--- src/rtl/pc_gen_unit_pkg.sv ---
// Shared encodings for the fetch-PC unit: next-PC select codes and control states.
// Optional return-address stack is enabled with `define PC_GEN_RAS_EN.
package pc_gen_unit_pkg;

  typedef enum logic [1:0] {
    PLUS_4        = 2'b00,
    BRANCH_CHOOSE = 2'b01,
    JUMP_REG      = 2'b10,
    JUMP          = 2'b11
  } npc_op_e;

  typedef enum logic [1:0] {
    BOOT  = 2'b00,
    RUN   = 2'b01,
    STALL = 2'b10
  } pc_state_e;

  // Instruction fetch addresses must be word aligned.
  function automatic logic word_misaligned(input logic [1:0] lsbs);
    return lsbs != 2'b00;
  endfunction

endpackage

--- src/rtl/pc_gen_ras.sv ---
// Circular return-address stack used for call/return prediction checking.
// Compiled only when PC_GEN_RAS_EN is defined.
`ifdef PC_GEN_RAS_EN
module pc_gen_ras #(
  parameter int unsigned XLEN      = 32,
  parameter int unsigned RAS_DEPTH = 4
) (
  input  logic            clk,
  input  logic            rst_n,
  input  logic            push,
  input  logic            pop,
  input  logic [XLEN-1:0] push_data,
  input  logic [XLEN-1:0] cmp_target,
  output logic            hit
);

  localparam int unsigned PTR_W = $clog2(RAS_DEPTH);
  localparam int unsigned CNT_W = PTR_W + 1;

  logic [XLEN-1:0]  stack_mem [RAS_DEPTH];
  logic [PTR_W-1:0] ptr_q;
  logic [PTR_W-1:0] top_idx;
  logic [CNT_W-1:0] cnt_q;
  logic             pop_ok;
  logic [XLEN-1:0]  top_data;
  logic             hit_q;

  assign top_idx  = ptr_q - PTR_W'(1);
  assign pop_ok   = pop && (cnt_q != '0);
  assign top_data = stack_mem[top_idx];
  assign hit      = hit_q;

  // A simultaneous pop and push replaces the top entry in place.
  always_ff @(posedge clk) begin
    if (push) begin
      stack_mem[pop_ok ? top_idx : ptr_q] <= push_data;
    end
  end

  always_ff @(posedge clk or negedge rst_n) begin
    if (!rst_n) begin
      ptr_q <= '0;
      cnt_q <= '0;
      hit_q <= 1'b0;
    end else begin
      hit_q <= pop_ok && (top_data == cmp_target);
      if (pop_ok && !push) begin
        ptr_q <= top_idx;
        cnt_q <= cnt_q - CNT_W'(1);
      end else if (push && !pop_ok) begin
        ptr_q <= ptr_q + PTR_W'(1);
        if (cnt_q != CNT_W'(RAS_DEPTH)) begin
          cnt_q <= cnt_q + CNT_W'(1);
        end
      end
    end
  end

endmodule
`endif

--- src/rtl/pc_gen_unit.sv ---
// Fetch-PC generator: owns the architectural PC, applies trap/redirect/stall priority.
// Define PC_GEN_RAS_EN to add the return-address stack (ras_hit otherwise tied low).
module pc_gen_unit
  import pc_gen_unit_pkg::*;
#(
  parameter int unsigned     XLEN      = 32,
  parameter logic [XLEN-1:0] RESET_VEC = 32'h0000_0000,
  parameter logic [XLEN-1:0] TRAP_VEC  = 32'h0000_0100,
  parameter int unsigned     RAS_DEPTH = 4
) (
  input  logic            clk,
  input  logic            rst_n,
  input  logic [1:0]      npc_op,
  input  logic [XLEN-1:0] imm,
  input  logic            branch,
  input  logic [XLEN-1:0] rs1,
  input  logic            stall,
  input  logic            redirect_valid,
  input  logic [XLEN-1:0] redirect_pc,
  input  logic            trap,
  input  logic            is_call,
  input  logic            is_ret,
  output logic [XLEN-1:0] pc,
  output logic [XLEN-1:0] pc_plus4,
  output logic            fetch_valid,
  output logic            misalign,
  output logic            ras_hit
);

  pc_state_e       state_q, state_d;
  npc_op_e         op_sel;
  logic [XLEN-1:0] pc_q, pc_d;
  logic            misalign_q, misalign_d;
  logic [XLEN-1:0] branch_tgt;
  logic [XLEN-1:0] jalr_tgt;
  logic [XLEN-1:0] target;
  logic            take_target;

  assign op_sel      = npc_op_e'(npc_op);
  assign pc_plus4    = pc_q + XLEN'(4);
  assign branch_tgt  = pc_q + (imm << 1);
  assign jalr_tgt    = (rs1 + imm) & ~(XLEN'(1));
  assign pc          = pc_q;
  assign misalign    = misalign_q;
  assign fetch_valid = (state_q != BOOT);

  always_comb begin
    target = pc_plus4;
    case (op_sel)
      PLUS_4:        target = pc_plus4;
      BRANCH_CHOOSE: target = branch ? branch_tgt : pc_plus4;
      JUMP_REG:      target = jalr_tgt;
      JUMP:          target = branch_tgt;
      default:       target = pc_plus4;
    endcase
  end

  always_comb begin
    state_d     = state_q;
    pc_d        = pc_q;
    misalign_d  = 1'b0;
    take_target = 1'b0;
    case (state_q)
      BOOT: state_d = RUN;
      default: begin
        if (trap) begin
          pc_d    = TRAP_VEC;
          state_d = RUN;
        end else if (redirect_valid) begin
          pc_d    = redirect_pc;
          state_d = RUN;
        end else if (stall) begin
          state_d = STALL;
        end else begin
          take_target = 1'b1;
          state_d     = RUN;
          if (word_misaligned(target[1:0])) begin
            pc_d       = TRAP_VEC;
            misalign_d = 1'b1;
          end else begin
            pc_d = target;
          end
        end
      end
    endcase
  end

  always_ff @(posedge clk or negedge rst_n) begin
    if (!rst_n) begin
      state_q    <= BOOT;
      pc_q       <= RESET_VEC;
      misalign_q <= 1'b0;
    end else begin
      state_q    <= state_d;
      pc_q       <= pc_d;
      misalign_q <= misalign_d;
    end
  end

`ifdef PC_GEN_RAS_EN
  logic ras_push, ras_pop;

  assign ras_push = take_target && is_call && (op_sel == JUMP || op_sel == JUMP_REG);
  assign ras_pop  = take_target && is_ret && (op_sel == JUMP_REG);

  pc_gen_ras #(
    .XLEN      (XLEN),
    .RAS_DEPTH (RAS_DEPTH)
  ) u_ras (
    .clk        (clk),
    .rst_n      (rst_n),
    .push       (ras_push),
    .pop        (ras_pop),
    .push_data  (pc_plus4),
    .cmp_target (jalr_tgt),
    .hit        (ras_hit)
  );
`else
  localparam int unsigned UNUSED_RAS_DEPTH = RAS_DEPTH;
  logic unused_ras_inputs;

  assign unused_ras_inputs = is_call | is_ret | take_target;
  assign ras_hit           = 1'b0;
`endif

endmodule

--- config.mk ---
export PLATFORM = sky130hd
export DESIGN_NAME = pc_gen_unit
export DESIGN_NICKNAME = d
export VERILOG_FILES = /design/src/rtl/pc_gen_unit_pkg.sv /design/src/rtl/pc_gen_ras.sv /design/src/rtl/pc_gen_unit.sv
export SDC_FILE = /design/constraint.sdc
export NUM_CORES = 1
export LEC_CHECK = 0
export CAP_MARGIN = 20
export CELL_PAD_IN_SITES_DETAIL_PLACEMENT = 1
export CELL_PAD_IN_SITES_GLOBAL_PLACEMENT = 2
export CORE_ASPECT_RATIO = 0.5
export CORE_UTILIZATION = 27
export DETAILED_ROUTE_END_ITERATION = 7
export PLACE_DENSITY = 0.8
export SLEW_MARGIN = 20
export SYNTH_ARGS = -nofsm -noshare
export SYNTH_HDL_FRONTEND = slang
export SYNTH_SLANG_ARGS = --single-unit
--- constraint.sdc ---
create_clock -name clk -period 3.6 [get_ports clk]
set_input_delay 0.36 -clock clk [delete_from_list [all_inputs] [get_ports clk]]
set_output_delay 0.36 -clock clk [all_outputs]
set_load 0.05 [all_outputs]
==> results by stage, run 1 <==
Run status:
- The flow ran to the end, and the final reports show no timing, DRC or antenna violations.

Power and ir drop:
- Of the total power, the clock network draws 0.183.
- The switching portion of total power is 0.473.
- The combinational group share of total power is 0.628.
- The switching power is 1.28 mW.
- The proportion of power drawn by flip-flops and latches is 0.189.
- The static leakage power is 3.58 nW.
- The worst vdd rail ir drop is 0.146 mV.
- The cell-internal power is 1.43 mW.
- The power per cell area is 333 nW/um2.

Timing:
- The worst pin sits at a relative slew slack of 0.369.
- On the final layout, the worst clock skew is 7.23 ps.
- Adding up every negative setup slack in the final design gives 0 ps.
- The number of max-slew violations in the final report is 0.
- The final period demand of the worst path is 3490 ps.
- The final number of hold-violating endpoints is 0.
- At the pin with the least slew margin, the transition time is 947 ps.
- Dividing the final minimum period by the clock period gives 0.970.
- The highest clock frequency the design can meet is 286 MHz.
- Setup violations remaining at the end of the flow were counted as 0.

Global routing:
- The number of global-route vias before repair was 6940.
- The total global routing track utilization is 0.243.
- Global routing finished with a remaining overflow of 0.
- Entering global routing, the biggest net connects 36 pins.
- The first global-routing pass estimated 41.3 mm of wire.
- The number of antenna violations at the first check in global routing is 0.

Detailed routing:
- In the routed design, unresolved DRC markers number 0.
- The first-iteration detailed-routing DRC count is 483.
- The final layout contains routed wiring with a total length of 26.9 mm.
- The routed layout has 6841 vias.
- Using the TritonRoute via totals, the vias-per-cell ratio works out to 5.60.
- The number of optimization iterations in the first detailed-route pass is 5.
- The number of routed nets with antenna violations is 0.
- The wire length per cell is 22.0 um.

Yosys:
- The fraction of synthesis flops using an asynchronous set or reset pin is 1.00.
- The most instantiated flip-flop cell in the synthesis netlist is dfrtp_1.
- The mapped netlist covers 5760 um2.
- The flip-flop and latch count after synthesis is 35.
- Of the synthesized area, sequential elements account for 0.152.
- The synthesized netlist net count is 931.
- Yosys mapped the design onto 72 distinct sky130hd cell types.
- The average footprint of a synthesized cell is 7.55 um2.
- The number of enable flip-flop cells after synthesis is 0.
- Yosys printed 0 warnings.
- In the synthesized netlist, the number of instances is 762.

Critical path:
- The critical path in this run is classified as register to output port.
- The worst setup path is launched from a register.
- In this run the critical register-to-register path is captured at pc[23].
- The depth of the worst register-to-register path is 12.
- The arrival time reported for the critical path endpoint is 3130 ps.
- The maximum fanout encountered on the critical timing path is 7.
- The required time at the worst-slack endpoint is 3240 ps.
- The critical path endpoint category is an output port.
- The startpoint identified for the worst register-to-register timing path is pc[1].
- For flop-to-flop paths, the worst setup slack is 320 ps.

Floorplanning:
- The number of top-level pins is 173.
- The initial utilization of the core area, before any placement, comes to 0.278.
- Row generation in the floorplan step produced 37 rows.
- The core area is 20700 um2.
- The overall die area is 21900 um2.
- The die is 105 um tall.
- The floorplan step set the die width to 209 um.

Job:
- Max-cap violations in this run came to 0.

Clock tree:
- In this run the deepest clock path goes through 2 buffers.
- The level count of the clock H-tree is 2.
- The quantity of hold-fixing buffers added after cts is 0.
- The buffer cell driving the clock tree root is clkbuf_16.
- The number of CTS-inserted buffers is 5.
- TritonCTS built the clock tree.
- The post-CTS clock slew at the launch and capture registers of the worst setup and hold paths is 50 ps.
- The insertion delay of the later-clocked pin in the worst-skew pair is 290 ps.
- The clock net sink count is 35.

Layout:
- The total inserted antenna cells is 0.
- Summing all multi-input logic gate instances after layout gives 4700 um2.
- Excluding fillers, the count of instances in the completed layout stands at 1222.
- The final-stage net count is 1118.
- The area growth from synthesis to layout is 41.9%.
- The filler cells instantiated in the layout total 2509.
- The fraction of layout cells with a size suffix above 1 is 0.0938.
- Across the whole layout, storage elements account for 876 um2.

Placement:
- The count of buffers added on input and output ports is 169.
- Counting tap cells, the placed design contains a total of 1215 instances.
- At the end of routability-driven placement, the weighted congestion stood at 0.936.
- Summed over all nets, the half-perimeter wirelength after detailed placement is 22.2 mm.

Min path:
- The tightest min-delay check is of the input port to asynchronous set/reset pin type.
==> timing repair <==
action,CTS,global route
endpoints found under the hold margin,0,0
endpoints found under the setup margin,0,5
gates resized for setup,0,7
setup buffers,0,0
==> state kept, by name (all words and copies together), names as in the netlist <==
signal and cells:
misalign 1, pc 32, state_q 2
==> power groups by stage <==
| stage | logic [mW] | registers (mW) | clock network [mW] |
|---|---|---|---|
| finish | 1.71 | 0.514 | 0.497 |
| floorplan | 0.921 | 0.617 | 0 |
| detailed placement | 1.68 | 0.520 | 0 |
| global placement | 1.66 | 0.518 | 0 |
| global route | 1.82 | 0.520 | 0.519 |
| CTS | 1.69 | 0.513 | 0.504 |
==> cell type report <==
cell class / count / share of cell area
clock inverter: 1 / 0.00368
timing repair buffer: 218 / 0.250
inverter: 14 / 0.00643
multi-input combinational: 675 / 0.575
tap: 273 / 0.0418
clock buffer: 6 / 0.0158
sequential: 35 / 0.107
==> synth_stat cells (11+ instances only) <==
library cell  instances  area share
xnor2_1              52       0.079
inv_1                14      0.0091
and3_1               26       0.028
dfrtp_1              35        0.15
a31oi_1              13       0.014
xor2_1               28       0.043
a22oi_1              13       0.017
nor2_1               56       0.037
nand2_1              86       0.056
nand3_1              23       0.020
nand2b_1             12       0.013
a21oi_1              70       0.061
a221oi_1             11       0.017
clkbuf_1             28       0.018
nand4_1              11       0.012
ha_1                 61        0.13
o21ai_0              38       0.033
a21o_1               28       0.037
a222oi_1             12       0.021
o21ai_1              15       0.013
==> worst max-delay path, stage by stage (launching register included) <==
cell	delay, ps
dfrtp_1	520
and3_1	250
and3_1	250
and3_1	330
and2_1	260
nand2_1	90
xnor2_1	280
clkdlybuf4s50_1	860
==> per-layer routing <==
layer  part of all wire  global-route usage
met5                  0                   0
met4             0.0083              0.0312
met3              0.056              0.0322
met2               0.44               0.382
met1               0.50               0.359
==> worst max-delay path by stage <==
stage | startpoint | to | slack (ps) | depth (start not counted)
after floorplan | pc[2] | pc[18] | 400 | 9
after global placement | imm[1] | pc[22] | -90 | 12
after detailed placement | imm[1] | pc[22] | -160 | 12
after CTS | pc[7] | pc_plus4[31] | 100 | 7
after global routing | imm[0] | pc[23] | -20 | 13
final | pc[7] | pc_plus4[23] | 110 | 7
==> layout by cell type (no fill, tap or decap), drive strengths merged, types with 4 or more instances in the layout <==
cell type and count:
a31oi 14, xnor2 52, a221oi 12, o22ai 6
and3 26, a222oi 12, o211ai 7, a22o 6
o21bai 4, inv 14, nor2b 5, nand3 23
nor2 56, dfrtp 35, a21oi 72, nand2 86
xor2 28, a211oi 12, ha 61, and2 7
o21a 8, a211o 8, nand2b 12, nand4 11
nor3 6, buf 57, a22oi 13, o21ai 55
a21o 28, clkdlybuf4s50 159, clkbuf 6
==> through the flow <==
step	hold WS [ps]	utilization	setup WS [ps]	cell area, um2	power [mW]
4_1_cts	238	0.392	98.7	8140	2.71
6_report	211	0.394	109	8170	2.72
3_3_place_gp	525	0.385	-92.0	7980	2.17
5_1_grt	268	0.394	-19.0	8170	2.86
3_5_place_dp	537	0.385	-159	7980	2.20
2_1_floorplan	64.4	-	403	5760	1.54
==> cells by family (layout without fill, tap and decap cells) <==
family | after synthesis | after routing | synth area share
buffers and inverters | 52 | 239 | 0.0372
XOR/XNOR | 80 | 80 | 0.122
multiplexers | 3 | 3 | 0.00543
adder cells (fa/ha/maj) | 63 | 63 | 0.140
AND/OR/NAND/NOR | 244 | 244 | 0.200
other | 1 | 1 | 0.000651
flip-flops | 35 | 35 | 0.152
AO/OA/AOI/OAI | 284 | 284 | 0.344
(Power assumes the default switching activity.)
==> inputs of run 2 (changes only) <==
--- a/config.mk
+++ b/config.mk
@@ -12,6 +12,7 @@
 export CORE_UTILIZATION = 27
 export DETAILED_ROUTE_END_ITERATION = 7
 export PLACE_DENSITY = 0.8
+export RECOVER_POWER = 50
 export SLEW_MARGIN = 20
 export SYNTH_ARGS = -nofsm -noshare
 export SYNTH_HDL_FRONTEND = slang
==> results by stage, run 2 (synthesized netlist as in run 1, its figures left out) <==
Critical path:
- The delay contributed by the slowest stage of the critical path is 860 ps (about the same).
- The destination of the worst register-to-register timing path was pc[31] (was pc[23]).
- The critical path endpoint category is an output port (unchanged).
- The cell repeated most along the worst path is and3_1 (unchanged).
- The required time at the worst-slack endpoint came to 3240 ps (about the same).
- The startpoint class of the critical path is a register (unchanged).
- The cell at the slowest stage of the critical path is clkdlybuf4s50_1 (unchanged).
- The start-to-end type of the worst setup path is register to output port (unchanged).
- The arrival time reported for the critical path endpoint is 3140 ps (was 3130 ps).
- Cells along the critical path: and3_1 > and3_1 > and3_1 > and2_1 > nand2_1 > xnor2_1 > clkdlybuf4s50_1 (unchanged).
- The slack of the worst reg-to-reg path is 330 ps (was 320 ps).
- The startpoint of the worst register-to-register path was pc[1] (unchanged).
- The maximum fanout encountered on the critical timing path is 7 (unchanged).
- The depth of the worst register-to-register path is 13 (was 12).

Power and ir drop:
- The overall power consumption is 2.71 mW (was 2.72 mW).
- The share of total power in the clock network is 0.184 (was 0.183).
- The proportion of power drawn by flip-flops and latches came to 0.189 (about the same).
- The cell-internal power is 1.42 mW (was 1.43 mW).
- The static leakage power is 3.63 nW (was 3.58 nW).
- The switching portion of total power came to 0.475 (was 0.473).
- The power per cell area was 331 nW/um2 (was 333 nW/um2).
- The combinational group share of total power is 0.626 (was 0.628).
- The switching power is 1.28 mW (about the same).
- The worst vdd rail ir drop is 0.148 mV (was 0.146 mV).

Global routing:
- The total global routing track utilization is 0.243 (unchanged).
- The maximum number of pins on one net before global-route repair is 36 (unchanged).
- The number of global-route vias before repair was 6940 (unchanged).
- The global-route wire length before repair came to 41.3 mm (unchanged).
- The total congestion overflow came to 0 (unchanged).
- The number of antenna violations at the first check in global routing is 0 (unchanged).

Timing:
- The post-route worst setup slack is 97.1 ps (was 109 ps).
- The highest clock frequency the design can meet is 285 MHz (was 286 MHz).
- The number of max-slew violations in the final report is 71 (was 0).
- The final period demand of the worst path came to 3500 ps (was 3490 ps).
- The sum of negative setup slack is 0 ps (unchanged).
- The worst clock skew is 7.07 ps (was 7.23 ps).
- The number of setup violations in the final report is 0 (unchanged).
- The final number of hold-violating endpoints was 0 (unchanged).
- The worst-case headroom to the max-slew limit is -0.467 (was 0.369).
- The transition time of the tightest slew-check pin is 2200 ps (was 947 ps).
- The part of the cycle the worst path needs is 0.973 (was 0.970).

Run status:
- Outcome: complete, but fails checks (was completed).
- The checks that failed: capacitance limit, slew limit.

Floorplanning:
- The overall die area came to 21900 um2 (unchanged).
- The number of top-level pins is 173 (unchanged).
- The overall die height is 105 um (unchanged).
- The horizontal extent of the die came to 209 um (unchanged).
- The row count is 37 (unchanged).
- The starting density of the core is 0.278 (unchanged).
- The core area was 20700 um2 (unchanged).

Layout:
- The leading cell type in the layout, fill and taps excluded is clkdlybuf4s50_1 (unchanged).
- The number of filler cells placed in the layout is 2510 (was 2509).
- The fraction of layout cells with a size suffix above 1 came to 0.0917 (was 0.0938).
- The total inserted antenna cells is 0 (unchanged).
- The final-stage net count was 1118 (unchanged).
- The area taken by flip-flops and latches is 876 um2 (unchanged).
- Top library cells by usage in the layout, fill and taps aside: 131 x clkdlybuf4s50_1, 86 x nand2_1, 68 x a21oi_1 (was 159 x clkdlybuf4s50_1, 86 x nand2_1, 68 x a21oi_1).
- The area growth from synthesis to layout is 41.8% (was 41.9%).
- The flip-flop count of the largest register, all copies and words added is 32 (unchanged).
- The post-route cell area came to 8160 um2 (was 8170 um2).
- The total area of multi-input combinational cells is 4700 um2 (unchanged).

Clock tree:
- The TritonCTS clock tree is done (unchanged).
- The post-CTS setup buffer count was 0 (unchanged).
- The post-CTS clock slew at the launch and capture registers of the worst setup and hold paths was 50 ps (about the same).
- The insertion delay of the later-clocked pin in the worst-skew pair is 290 ps (about the same).
- The maximum count of clock buffers along a single path came to 2 (unchanged).
- The level count of the clock H-tree is 2 (unchanged).
- The number of CTS-inserted buffers was 5 (unchanged).
- The buffer cell driving the clock tree root is clkbuf_16 (unchanged).
- The quantity of hold-fixing buffers added after cts is 0 (unchanged).
- The clock net sink count is 35 (unchanged).

Detailed routing:
- The wire length reported by the detailed router is 26.9 mm (about the same).
- The final routed DRC violation total is 0 (unchanged).
- The first-iteration detailed-routing DRC count is 466 (was 483).
- The routed via count divided by cell count is 5.58 (was 5.60).
- The number of optimization iterations in the first detailed-route pass is 6 (was 5).
- The via count was 6821 (was 6841).
- The number of routed nets with antenna violations came to 0 (unchanged).
- The wire length per cell is 22.0 um (about the same).

Job:
- The max-cap violation count is 2 (was 0).

Placement:
- The pre-CTS setup slack is -159 ps (unchanged).
- The placement-stage cell area is 7980 um2 (unchanged).
- The last weighted congestion value of the routability-driven placer is 0.936 (unchanged).
- The number of buffer cells added on primary ports is 169 (unchanged).
- The detailed placement HPWL is 22.2 mm (unchanged).

Min path:
- The worst hold path stage count is 2.
- The path type of the worst min-delay path is register to register (was input port to asynchronous set/reset pin).
- The path with the worst hold slack has its endpoint at pc[0].
- The startpoint identified for the worst hold timing path is pc[0].
==> run 2: area by class of cell <==
class / count / area share
Clock buffer: 6 / 0.0158
Clock inverter: 1 / 0.00368
Inverter: 14 / 0.00644
Multi-Input combinational cell: 675 / 0.575
Sequential cell: 35 / 0.107
Tap cell: 273 / 0.0419
Timing Repair Buffer: 218 / 0.250
==> run 2: timing repair <==
| item | in CTS | in global routing |
|---|---|---|
| setup endpoints to repair | 0 | 5 |
| resized for setup | 0 | 7 |
| hold endpoints to repair | 0 | 0 |
==> run 2: power groups by stage <==
stage / clock [mW] / sequential, mW / combinational, mW
final: 0.499 / 0.513 / 1.69
after detailed placement: 0 / 0.520 / 1.68
after CTS: 0.504 / 0.513 / 1.69
after global routing: 0.519 / 0.519 / 1.81
after floorplan: 0 / 0.617 / 0.921
after global placement: 0 / 0.518 / 1.66
==> run 2: per-stage QoR <==
stage / cells / utilization / hold WS [ps]
2_1_floorplan: 762 / - / 64.4
3_3_place_gp: 1215 / 0.385 / 525
3_5_place_dp: 1215 / 0.385 / 537
4_1_cts: 1222 / 0.392 / 238
5_1_grt: 1222 / 0.394 / 640
6_report: 1222 / 0.394 / 567
==> run 2: worst max-delay path by stage <==
stage                    to    from  cells past startpoint  slack (ps)
2_1_floorplan        pc[18]   pc[2]                      9         400
3_3_place_gp         pc[22]  imm[1]                     12         -90
3_5_place_dp         pc[22]  imm[1]                     12        -160
4_1_cts        pc_plus4[31]   pc[7]                      7         100
5_1_grt              pc[23]  imm[0]                     13         -20
6_report       pc_plus4[23]   pc[7]                      7         100
==> run 2: critical path, delay by kind of cell (launching register included) <==
kind / cells / cell delay [ps]
buffers and inverters: 1 / 860
XOR/XNOR: 1 / 280
AND/OR/NAND/NOR: 5 / 1190
flip-flops: 1 / 530
==> run 2: routing by layer <==
metal / global-route usage / vias to the layer above / part of all wire
li1: - / 3240 / -
met1: 0.359 / 3389 / 0.50
met2: 0.382 / 176 / 0.44
met3: 0.0322 / 16 / 0.054
met4: 0.0312 / 0 / 0.0087
met5: 0 / - / 0
==> inputs of run 3 (changes only) <==
--- a/config.mk
+++ b/config.mk
@@ -13,6 +13,7 @@
 export DETAILED_ROUTE_END_ITERATION = 7
 export PLACE_DENSITY = 0.8
 export RECOVER_POWER = 50
+export SETUP_SLACK_MARGIN = 0.4
 export SLEW_MARGIN = 20
 export SYNTH_ARGS = -nofsm -noshare
 export SYNTH_HDL_FRONTEND = slang
==> results by stage, run 3 (synthesized netlist as in run 1, its figures left out) <==
Run status:
- Outcome: complete, but fails checks (unchanged).
- Violated checks: capacitance limit, slew limit (unchanged).

Clock tree:
- The post-CTS clock slew at the launch and capture registers of the worst setup and hold paths came to 60 ps (was 50 ps).
- The buffer cell driving the clock tree root was clkbuf_16 (unchanged).
- The maximum count of clock buffers along a single path is 2 (unchanged).
- The TritonCTS clock tree is done (unchanged).
- The insertion delay of the later-clocked pin in the worst-skew pair came to 290 ps (about the same).
- The quantity of hold-fixing buffers added after cts is 0 (unchanged).
- The number of CTS-inserted buffers is 5 (unchanged).
- The level count of the clock H-tree is 2 (unchanged).
- The clock net sink count is 35 (unchanged).

Timing:
- The transition time of the tightest slew-check pin is 2220 ps (was 2200 ps).
- The worst clock skew is 7.70 ps (was 7.07 ps).
- The worst-case headroom to the max-slew limit is -0.478 (was -0.467).
- The highest clock frequency the design can meet was 315 MHz (was 285 MHz).
- The final number of hold-violating endpoints was 0 (unchanged).
- The part of the cycle the worst path needs was 0.881 (was 0.973).
- The worst-case hold slack is 567 ps (about the same).
- Setup repair after global routing could not meet its margin everywhere.
- The post-route worst setup slack is 430 ps (was 97.1 ps).
- The number of max-slew violations in the final report is 36 (was 71).
- The number of setup violations in the final report is 0 (unchanged).
- The final period demand of the worst path is 3170 ps (was 3500 ps).

Floorplanning:
- The overall die height is 105 um (unchanged).
- The row count is 37 (unchanged).
- The horizontal extent of the die is 209 um (unchanged).
- The overall die area is 21900 um2 (unchanged).
- The core area is 20700 um2 (unchanged).
- The starting density of the core is 0.278 (unchanged).
- The number of top-level pins is 173 (unchanged).

Placement:
- The number of buffer cells added on primary ports is 169 (unchanged).
- The total placed cells including tap cells is 1215 (unchanged).
- The placement-stage cell area was 7980 um2 (unchanged).
- The last weighted congestion value of the routability-driven placer is 0.936 (unchanged).
- The detailed placement HPWL is 22.2 mm (unchanged).
- The pre-CTS setup slack is -159 ps (unchanged).

Job:
- The max-cap violation count is 1 (was 2).

Global routing:
- The maximum number of pins on one net before global-route repair was 36 (unchanged).
- The number of antenna violations at the first check in global routing is 0 (unchanged).
- The number of global-route vias before repair came to 7016 (was 6940).
- The total global routing track utilization is 0.245 (was 0.243).
- The global-route wire length before repair is 41.7 mm (was 41.3 mm).
- The total congestion overflow came to 0 (unchanged).

Critical path:
- The arrival time reported for the critical path endpoint is 3320 ps (was 3140 ps).
- The startpoint class of the critical path is an input port (was register).
- The start-to-end type of the worst setup path is input port to register (was register to output port).
- The critical path endpoint category is a register (was output port).
- The depth of the worst register-to-register path is 12 (was 13).
- The slack of the worst reg-to-reg path is 500 ps (was 330 ps).
- The maximum fanout encountered on the critical timing path was 5 (was 7).
- The required time at the worst-slack endpoint is 3750 ps (was 3240 ps).

Layout:
- The number of cells in the finished layout apart from fillers is 1229 (was 1222).
- The final-stage net count came to 1125 (was 1118).
- The leading cell type in the layout, fill and taps excluded was clkdlybuf4s50_1 (unchanged).
- The flip-flop count of the largest register, all copies and words added is 32 (unchanged).
- The area growth from synthesis to layout is 45.1% (was 41.8%).
- The post-route cell area is 8350 um2 (was 8160 um2).
- The total inserted antenna cells is 0 (unchanged).
- Top library cells by usage in the layout, fill and taps aside: 114 x clkdlybuf4s50_1, 86 x nand2_1, 63 x a21oi_1 (was 131 x clkdlybuf4s50_1, 86 x nand2_1, 68 x a21oi_1).
- The fraction of layout cells with a size suffix above 1 is 0.130 (was 0.0917).

Detailed routing:
- The number of optimization iterations in the first detailed-route pass is 5 (was 6).
- The final routed DRC violation total is 0 (unchanged).
- The wire length reported by the detailed router was 27.2 mm (was 26.9 mm).
- The first-iteration detailed-routing DRC count is 431 (was 466).
- The number of routed nets with antenna violations is 0 (unchanged).
- The via count is 6871 (was 6821).
- The routed via count divided by cell count is 5.59 (was 5.58).
- The wire length per cell is 22.2 um (was 22.0 um).

Power and ir drop:
- The worst vdd rail ir drop is 0.150 mV (was 0.148 mV).
- The overall power consumption is 2.76 mW (was 2.71 mW).
- The power per cell area is 331 nW/um2 (about the same).
- The static leakage power is 3.72 nW (was 3.63 nW).

Min path:
- The path type of the worst min-delay path was register to register (unchanged).
- The worst hold path stage count came to 2 (unchanged).
[run 3: worst max-delay path, stage by stage]
cell and delay, ps:
clkdlybuf4s50_1 470, ha_2 430, and3_1 280, nand3_1 180, o211ai_1 470, a31oi_2 190
buf_4 170, buf_4 120, buf_4 120, buf_4 120, xnor2_1 120, a22oi_1 170
o21ai_1 100
[run 3: where the power goes]
part / switching (mW) / leakage (nW) / internal (mW) / total [mW]
Sequential: 0.0836 / 0.455 / 0.430 / 0.514
Combinational: 1.06 / 3.18 / 0.692 / 1.75
Clock: 0.175 / 0.0769 / 0.323 / 0.499
Total: 1.32 / 3.72 / 1.45 / 2.76
[run 3: metal layers]
layer	routed length, um	vias to the layer above	global-route usage	part of all wire
met5	0	-	0	0
met4	263	0	0.0323	0.0097
met3	1900	20	0.0328	0.070
met2	12000	206	0.386	0.44
met1	13100	3392	0.362	0.48
li1	-	3253	-	-
[run 3: per-stage QoR]
step,TNS (ps),util
after global routing,0,0.403
after CTS,0,0.396
after floorplan,0,-
after global placement,-130,0.385
final,0,0.403
after detailed placement,-434,0.385
[run 3: final timing paths]
kind | start | to
setup reg to reg | pc[10] | pc[19]
max in group asynchronous | rst_n | pc[7]
min in group asynchronous | rst_n | state_q[1]
setup / recovery | imm[9] | pc[19]
hold reg to reg | pc[0] | pc[0]
hold / removal | pc[0] | pc[0]
[run 3: layout make-up]
cell class / instances / area, um2
clock inverters: 1 / 30.0
repair buffers: 225 / 2060
well taps: 273 / 342
fillers: 2503 / 12400
flip-flops and latches: 35 / 878
inverters: 14 / 52.6
multi-input cells: 675 / 4870
clock buffers: 6 / 129
[run 3: what timing repair did]
item,CTS,global route
buffers inserted,5,2
gates resized for setup,28,39
pin swaps,10,14
endpoints found under the setup margin,26,30
